`config.mk`:
```
export PLATFORM = sky130hd
export DESIGN_NAME = wb_rr_arbiter_flat
export DESIGN_NICKNAME = d
export VERILOG_FILES = /design/src/rtl/wb_rr_arbiter_if.sv /design/src/rtl/wb_rr_arbiter.sv /design/src/flat_wrapper.sv
export SDC_FILE = /design/constraint.sdc
export NUM_CORES = 1
export LEC_CHECK = 0
export ABC_CLOCK_PERIOD_IN_PS = 4900
export CAP_MARGIN = 10
export CELL_PAD_IN_SITES_DETAIL_PLACEMENT = 1
export CELL_PAD_IN_SITES_GLOBAL_PLACEMENT = 2
export CORE_ASPECT_RATIO = 1.2
export CORE_MARGIN = 8
export CORE_UTILIZATION = 14
export DETAILED_ROUTE_END_ITERATION = 12
export HOLD_SLACK_MARGIN = 0.1
export PLACE_DENSITY = 0.82
export SKIP_LAST_GASP = 1
export SYNTH_ARGS = -nofsm -noshare
export SYNTH_HDL_FRONTEND = slang
export SYNTH_SLANG_ARGS = --single-unit
```
`constraint.sdc`:
```
create_clock -name CLK -period 4.9 [get_ports CLK]
set_input_delay 0.735 -clock CLK [delete_from_list [all_inputs] [get_ports CLK]]
set_output_delay 0.735 -clock CLK [all_outputs]
set_load 0.05 [all_outputs]
```
`src/rtl/wb_rr_arbiter_if.sv`:
```
// Bus bundle for the N-master round-robin Wishbone arbiter.
//
// Carries the packed per-master request/response lines (m_*) and the single
// pipelined slave port (s_*). Master i owns slice [i*AW +: AW] of m_addr,
// [i*DW +: DW] of m_data and [i*DW/8 +: DW/8] of m_sel.
//
// Modports:
//   slave  - the arbiter's view: it receives master requests and slave
//            responses, and drives master responses and slave requests.
//   master - the environment's view (masters plus the slave device).
interface wb_rr_arbiter_if #(
  parameter int N  = 4,
  parameter int AW = 32,
  parameter int DW = 32
) ();
  logic [N-1:0]        m_cyc;
  logic [N-1:0]        m_stb;
  logic [N-1:0]        m_we;
  logic [N*AW-1:0]     m_addr;
  logic [N*DW-1:0]     m_data;
  logic [N*DW/8-1:0]   m_sel;
  logic [N-1:0]        m_ack;
  logic [N-1:0]        m_err;
  logic [N-1:0]        m_stall;

  logic                s_cyc;
  logic                s_stb;
  logic                s_we;
  logic [AW-1:0]       s_addr;
  logic [DW-1:0]       s_data;
  logic [DW/8-1:0]     s_sel;
  logic                s_ack;
  logic                s_err;
  logic                s_stall;

  modport slave (
    input  m_cyc, m_stb, m_we, m_addr, m_data, m_sel,
    input  s_ack, s_err, s_stall,
    output m_ack, m_err, m_stall,
    output s_cyc, s_stb, s_we, s_addr, s_data, s_sel
  );

  modport master (
    output m_cyc, m_stb, m_we, m_addr, m_data, m_sel,
    output s_ack, s_err, s_stall,
    input  m_ack, m_err, m_stall,
    input  s_cyc, s_stb, s_we, s_addr, s_data, s_sel
  );
endinterface

```
`src/rtl/wb_rr_arbiter.sv`:
```
// N-master round-robin arbiter in front of one pipelined Wishbone slave.
//
// The winner keeps the slave for its whole cyc. Accepted-but-unanswered
// requests are counted and capped at MAX_OUT; a watchdog aborts the owner
// with an err if the slave stays silent for TIMEOUT cycles.
//
// Ports:
//   CLK          clock, all state on the rising edge
//   RST          synchronous reset, active high
//   bus          wb_rr_arbiter_if.slave: m_* per-master lines, s_* slave port
//   grant        one-hot registered owner, zero while idle
//   timeout_evt  one-cycle pulse when the watchdog fires
module wb_rr_arbiter #(
  parameter int N                = 4,
  parameter int AW               = 32,
  parameter int DW               = 32,
  parameter int MAX_OUT          = 4,
  parameter int TIMEOUT          = 64,
  parameter int OPT_ZERO_ON_IDLE = 0
) (
  input  logic                 CLK,
  input  logic                 RST,
  wb_rr_arbiter_if.slave       bus,
  output logic [N-1:0]         grant,
  output logic                 timeout_evt
);

  localparam int LW = (N > 1) ? $clog2(N) : 1;
  localparam int CW = $clog2(MAX_OUT + 1);
  localparam int WW = (TIMEOUT > 1) ? $clog2(TIMEOUT) : 1;
  localparam int SW = DW / 8;

  localparam logic [CW-1:0] MAX_C   = CW'(MAX_OUT);
  localparam logic [WW-1:0] WD_LAST = WW'((TIMEOUT > 0) ? TIMEOUT - 1 : 0);

  typedef enum logic [1:0] {
    ST_IDLE,
    ST_OWNED,
    ST_ABORT
  } state_t;

  state_t          state_q;
  logic [LW-1:0]   owner_q;
  logic [LW-1:0]   last_q;
  logic [N-1:0]    grant_q;
  logic [CW-1:0]   out_q;
  logic [CW-1:0]   out_d;
  logic [WW-1:0]   wd_q;
  logic [WW-1:0]   wd_d;

  logic            owned;
  logic            own_cyc;
  logic            own_stb;
  logic            out_full;
  logic            stb_w;
  logic            accept;
  logic            resp;
  logic            fire;
  logic            any_req;
  logic [LW-1:0]   win;

  logic [N-1:0]    ack_w;
  logic [N-1:0]    err_w;
  logic [N-1:0]    stall_w;
  logic [LW-1:0]   msel;
  logic            we_w;
  logic [AW-1:0]   addr_w;
  logic [DW-1:0]   data_w;
  logic [SW-1:0]   sel_w;

  assign owned    = (state_q == ST_OWNED);
  assign own_cyc  = bus.m_cyc[owner_q];
  assign own_stb  = bus.m_stb[owner_q];
  assign out_full = (out_q == MAX_C);
  assign stb_w    = owned && own_cyc && own_stb && !out_full;
  assign accept   = stb_w && !bus.s_stall;
  assign resp     = bus.s_ack || bus.s_err;
  // Fires on the TIMEOUT-th consecutive silent cycle with work outstanding.
  // Gated by own_cyc so a releasing owner goes straight back to IDLE.
  assign fire     = (TIMEOUT > 0) && owned && own_cyc && (out_q != '0) &&
                    !resp && (wd_q == WD_LAST);
  assign any_req  = |bus.m_cyc;

  // Round-robin pick: rotated distance from last_q, with last_q itself at
  // distance N so the previous owner always ranks lowest.
  always_comb begin : pick
    int unsigned best_d;
    int unsigned d;
    win    = '0;
    best_d = 32'(N) + 1;
    d      = 0;
    for (int unsigned i = 0; i < N; i++) begin
      d = (i > 32'(last_q)) ? (i - 32'(last_q)) : (i + 32'(N) - 32'(last_q));
      if (bus.m_cyc[i] && (d < best_d)) begin
        best_d = d;
        win    = LW'(i);
      end
    end
  end

  // Outstanding count: an ack with nothing outstanding is dropped, so the
  // counter can neither underflow nor be pulled below a fresh accept.
  always_comb begin
    out_d = out_q;
    if (accept && !(resp && (out_q != '0))) begin
      out_d = out_q + 1'b1;
    end else if (!accept && resp && (out_q != '0)) begin
      out_d = out_q - 1'b1;
    end
  end

  always_comb begin
    wd_d = wd_q + 1'b1;
    if ((out_q == '0) || resp) begin
      wd_d = '0;
    end
  end

  // Per-master responses; only the current owner sees anything.
  always_comb begin
    ack_w   = '0;
    err_w   = '0;
    stall_w = '1;
    if (owned) begin
      stall_w[owner_q] = bus.s_stall || out_full;
      ack_w[owner_q]   = bus.s_ack;
      err_w[owner_q]   = bus.s_err || fire;
    end
  end

  // Request path mux; master 0 is presented outside OWNED.
  always_comb begin
    msel   = owned ? owner_q : '0;
    we_w   = '0;
    addr_w = '0;
    data_w = '0;
    sel_w  = '0;
    for (int unsigned i = 0; i < N; i++) begin
      if (LW'(i) == msel) begin
        we_w   = bus.m_we[i];
        addr_w = bus.m_addr[i*AW +: AW];
        data_w = bus.m_data[i*DW +: DW];
        sel_w  = bus.m_sel[i*SW +: SW];
      end
    end
    if ((OPT_ZERO_ON_IDLE != 0) && !stb_w) begin
      we_w   = '0;
      addr_w = '0;
      data_w = '0;
      sel_w  = '0;
    end
  end

  assign bus.m_ack   = ack_w;
  assign bus.m_err   = err_w;
  assign bus.m_stall = stall_w;
  assign bus.s_cyc   = owned && own_cyc;
  assign bus.s_stb   = stb_w;
  assign bus.s_we    = we_w;
  assign bus.s_addr  = addr_w;
  assign bus.s_data  = data_w;
  assign bus.s_sel   = sel_w;
  assign grant       = grant_q;
  assign timeout_evt = fire;

  always_ff @(posedge CLK) begin
    if (RST) begin
      state_q <= ST_IDLE;
      owner_q <= '0;
      last_q  <= LW'(N - 1);
      grant_q <= '0;
      out_q   <= '0;
      wd_q    <= '0;
    end else begin
      case (state_q)
        ST_IDLE: begin
          out_q <= '0;
          wd_q  <= '0;
          if (any_req) begin
            state_q <= ST_OWNED;
            owner_q <= win;
            grant_q <= N'(1) << win;
          end
        end
        ST_OWNED: begin
          if (!own_cyc) begin
            state_q <= ST_IDLE;
            last_q  <= owner_q;
            grant_q <= '0;
            out_q   <= '0;
            wd_q    <= '0;
          end else if (fire) begin
            state_q <= ST_ABORT;
            out_q   <= '0;
            wd_q    <= '0;
          end else begin
            out_q <= out_d;
            wd_q  <= wd_d;
          end
        end
        ST_ABORT: begin
          if (!own_cyc) begin
            state_q <= ST_IDLE;
            last_q  <= owner_q;
            grant_q <= '0;
          end
        end
        default: begin
          state_q <= ST_IDLE;
          grant_q <= '0;
          out_q   <= '0;
          wd_q    <= '0;
        end
      endcase
    end
  end

endmodule

```
`src/flat_wrapper.sv`:
```
// flat-port wrapper written by rule: the top's interface ports become plain ports
module wb_rr_arbiter_flat 
#(
  parameter int N                = 4,
  parameter int AW               = 32,
  parameter int DW               = 32,
  parameter int MAX_OUT          = 4,
  parameter int TIMEOUT          = 64,
  parameter int OPT_ZERO_ON_IDLE = 0
)
  (CLK, RST, grant, timeout_evt, bus_m_cyc, bus_m_stb, bus_m_we, bus_m_addr, bus_m_data, bus_m_sel, bus_s_ack, bus_s_err, bus_s_stall, bus_m_ack, bus_m_err, bus_m_stall, bus_s_cyc, bus_s_stb, bus_s_we, bus_s_addr, bus_s_data, bus_s_sel);
  wb_rr_arbiter_if #(.N(N), .AW(AW), .DW(DW)) bus_i ();
  input  logic CLK;
  input  logic RST;
  output logic [N-1:0] grant;
  output logic timeout_evt;
  input wire logic [$bits(bus_i.m_cyc)-1:0] bus_m_cyc;
  input wire logic [$bits(bus_i.m_stb)-1:0] bus_m_stb;
  input wire logic [$bits(bus_i.m_we)-1:0] bus_m_we;
  input wire logic [$bits(bus_i.m_addr)-1:0] bus_m_addr;
  input wire logic [$bits(bus_i.m_data)-1:0] bus_m_data;
  input wire logic [$bits(bus_i.m_sel)-1:0] bus_m_sel;
  input wire logic [$bits(bus_i.s_ack)-1:0] bus_s_ack;
  input wire logic [$bits(bus_i.s_err)-1:0] bus_s_err;
  input wire logic [$bits(bus_i.s_stall)-1:0] bus_s_stall;
  output wire logic [$bits(bus_i.m_ack)-1:0] bus_m_ack;
  output wire logic [$bits(bus_i.m_err)-1:0] bus_m_err;
  output wire logic [$bits(bus_i.m_stall)-1:0] bus_m_stall;
  output wire logic [$bits(bus_i.s_cyc)-1:0] bus_s_cyc;
  output wire logic [$bits(bus_i.s_stb)-1:0] bus_s_stb;
  output wire logic [$bits(bus_i.s_we)-1:0] bus_s_we;
  output wire logic [$bits(bus_i.s_addr)-1:0] bus_s_addr;
  output wire logic [$bits(bus_i.s_data)-1:0] bus_s_data;
  output wire logic [$bits(bus_i.s_sel)-1:0] bus_s_sel;
  assign bus_i.m_cyc = bus_m_cyc;
  assign bus_i.m_stb = bus_m_stb;
  assign bus_i.m_we = bus_m_we;
  assign bus_i.m_addr = bus_m_addr;
  assign bus_i.m_data = bus_m_data;
  assign bus_i.m_sel = bus_m_sel;
  assign bus_i.s_ack = bus_s_ack;
  assign bus_i.s_err = bus_s_err;
  assign bus_i.s_stall = bus_s_stall;
  assign bus_m_ack = bus_i.m_ack;
  assign bus_m_err = bus_i.m_err;
  assign bus_m_stall = bus_i.m_stall;
  assign bus_s_cyc = bus_i.s_cyc;
  assign bus_s_stb = bus_i.s_stb;
  assign bus_s_we = bus_i.s_we;
  assign bus_s_addr = bus_i.s_addr;
  assign bus_s_data = bus_i.s_data;
  assign bus_s_sel = bus_i.s_sel;
  wb_rr_arbiter #(.N(N), .AW(AW), .DW(DW), .MAX_OUT(MAX_OUT), .TIMEOUT(TIMEOUT), .OPT_ZERO_ON_IDLE(OPT_ZERO_ON_IDLE)) u_core (.CLK(CLK), .RST(RST), .bus(bus_i), .grant(grant), .timeout_evt(timeout_evt));
endmodule
```
==> results.toml <==
[status]
outcome = "finished, final reports clean"

[hold_path]
hold_class = "reg2reg"

[sta]
tightest_slew_ns = 0.810
max_freq_ghz = 0.221
rsz0062_at_grt = "false"
finalWorstSetupSlack_ns = 0.367
setup_tns_ns = 0
min_period_ns = 4.53
finalHoldViolCount = 0
slew-limit-headroom_pct = 46.0
maxSlewViolCount = 0
period_share_pct = 92.5
finClkSkew_ns = 0.00230
setup_viol = 0

[power]
p_seq_share_pct = 7.5
peakVddDrop_uv = 303
powerDensity_nw_per_um2 = 510
p_int_uw = 1670
total_power_uw = 4090
leakage_uw = 0.00276
p_sw_uw = 2420
swShare_pct = 59.2
p_comb_share_pct = 88.3
pwr-share-clk_pct = 4.1

[clocking]
cts_root_buf = "clkbuf_16"
ctsLongestPathBuffers = 2
cts_resized = 0
cts_tree = "done"
htree_num_levels = 1
clk_pin_slew_ns = 0.06
cts_buffers = 3
holdBufCountCts = 0
cts_sinks = 19
worstSkewPairLatency_ns = 0.25
post_cts_buffers = 0

[final_layout]
multi_input_area_um2 = 3150
seqCellArea_um2 = 384
fin_nets = 1171
drive_above_1_share_pct = 12.2
n_fill_cell = 3227
area_growth_pct = 112

[critical_path]
crit_required_ns = 5.04
end_kind = "flop"
cp_max_fo = 8
start_kind = "input pin"
crit_arrival_ns = 4.68
critPathKind = "in2reg"

[logic_synthesis]
synth_cell_types = 55
ys_seq_elements = 19
yosys-top-cells-count = "o22ai_1 (139), a21oi_1 (78), mux2_2 (71), clkbuf_1 (28), nand2_1 (24)"
async_flop_share_pct = 0
yosysTopAreaCellShare_pct = 23.0
synth_edf_count = 0
synth_most_common_cell = "o22ai_1"
synthFlopType = "dfxtp_1"
syn_inst = 521
yosys.area.top_type = "o22ai_1"
synth_area_um2 = 3780
ys_seq_area_share_pct = 10.1
yosys_warnings = 0
synth_area_leaders = "o22ai_1 (23%), mux2_2 (21%), a21oi_1 (10%), dfxtp_1 (10%), ha_1 (5.6%)"
avgSynthCellArea_um2 = 7.26

[route]
firstDrtPassIters = 6
wire_per_inst_um = 22.6
via_count = 5778
drt-initial-drc-count = 232
drtAntennaViolNets = 0
via_per_inst = 4.80
wl_mm = 27.2
drc = 0

[floorplan]
die_width_um = 166
rows = 66
die_y_um = 196
initial_core_util_pct = 14.1
core_um2 = 26800
ios = 377
dieArea_um2 = 32500

[grt]
grt_pass1_wl_mm = 39.4
grtUsageTotal_pct = 15.5
grt-ovfl-total = 0
grt_pass1_vias = 6086
grt_max_degree = 73
antenna_found_initial = 1

[place]
dp_slack_ns = 0.0895
gp_congestion = 0.843
numPortBuffers = 376
dp_hpwl_mm = 22.2

[run]
cap_viol_max_count = 0
final timing paths:
kind	from	cells past startpoint	slack (ns)	end
max	bus_m_cyc[1]	15	0.37	u_core.grant[3]
min	u_core.grant[2]	2	0.45	u_core.grant[2]
max reg2reg	u_core.last_q[0]	16	0.48	u_core.grant[3]
min reg2reg	u_core.grant[2]	2	0.45	u_core.grant[2]
area by class of cell:
cell class	instances	share of cell area, %
antenna	1	0.0312
clock buffer	4	0.983
inverter	16	0.749
multi-input combinational	436	39.2
sequential	19	4.79
tap	340	5.30
timing repair buffer	388	48.9
power by group through the flow:
stage	registers [uW]	clock network, uW	logic (uW)
CTS	312	171	3660
finish	308	169	3610
floorplan	256	0	2340
detailed placement	313	0	3650
global placement	311	0	3630
global route	319	177	3840
registers in the layout, summed over array words and instances (netlist names):
register and count:
u_core.grant 4, u_core.last_q 2, u_core.out_q 3, u_core.owner_q 2, u_core.state_q 2, u_core.wd_q 6
worst max-delay path: stages:
cell	delay (ns)
clkdlybuf4s50_1	0.52
a21boi_0	0.40
and2_1	0.29
nor2_1	0.07
a21oi_1	0.17
ha_1	0.28
a2111oi_0	0.45
nand2_1	0.10
a2bb2oi_1	0.22
mux2_2	0.32
ha_1	0.33
nand2_1	0.06
o2111ai_1	0.36
o21ai_0	0.16
a22o_1	0.21
through the flow:
stage | utilization, % | hold slack, ns | instances | area (um2)
floorplan | - | 0.454 | 522 | 3780
global placement | 29.6 | 0.442 | 1199 | 7940
detailed placement | 29.6 | 0.441 | 1199 | 7940
CTS | 29.9 | 0.454 | 1203 | 8020
global route | 29.9 | 0.477 | 1204 | 8020
finish | 29.9 | 0.451 | 1204 | 8020
logic make-up (layout without fill, tap and decap cells):
| family | Yosys count | in the layout | share of synthesized area [%] |
|---|---|---|---|
| other | 1 | 3 | 0.0992 |
| AOI/OAI and AO/OA | 257 | 257 | 41.9 |
| muxes | 77 | 77 | 23.4 |
| adders and majority gates | 18 | 18 | 6.16 |
| DFF | 19 | 19 | 10.1 |
| and+or+nand+nor | 82 | 82 | 11.2 |
| buffers and inverters | 67 | 408 | 7.18 |
layer usage:
| metal | vias up | track usage, % | wire (um) |
|---|---|---|---|
| met1 | 2771 | 18.4 | 11400 |
| met2 | 219 | 27.3 | 13300 |
| met3 | 18 | 4.46 | 2010 |
| li1 | 2770 | - | - |
| met4 | 0 | 2.90 | 425 |
| met5 | - | 0 | 0 |
cells in the final DEF (no fill, tap or decap), types with 4 or more instances in the layout:
cell	synthesis	final
nor2_1	18	18
mux2i_1	4	4
nand2b_1	7	7
dfxtp_1	19	18
buf_4	1	12
nor3_1	4	4
inv_1	15	15
a311oi_1	5	5
clkdlybuf4s50_1	0	369
o211ai_1	6	6
nand3_1	6	6
a21oi_1	78	78
buf_12	0	7
o22ai_1	139	139
o21ai_0	4	4
nand2_1	24	23
ha_1	17	16
and2_1	4	4
mux2_2	71	71
(Power assumes the default switching activity.)
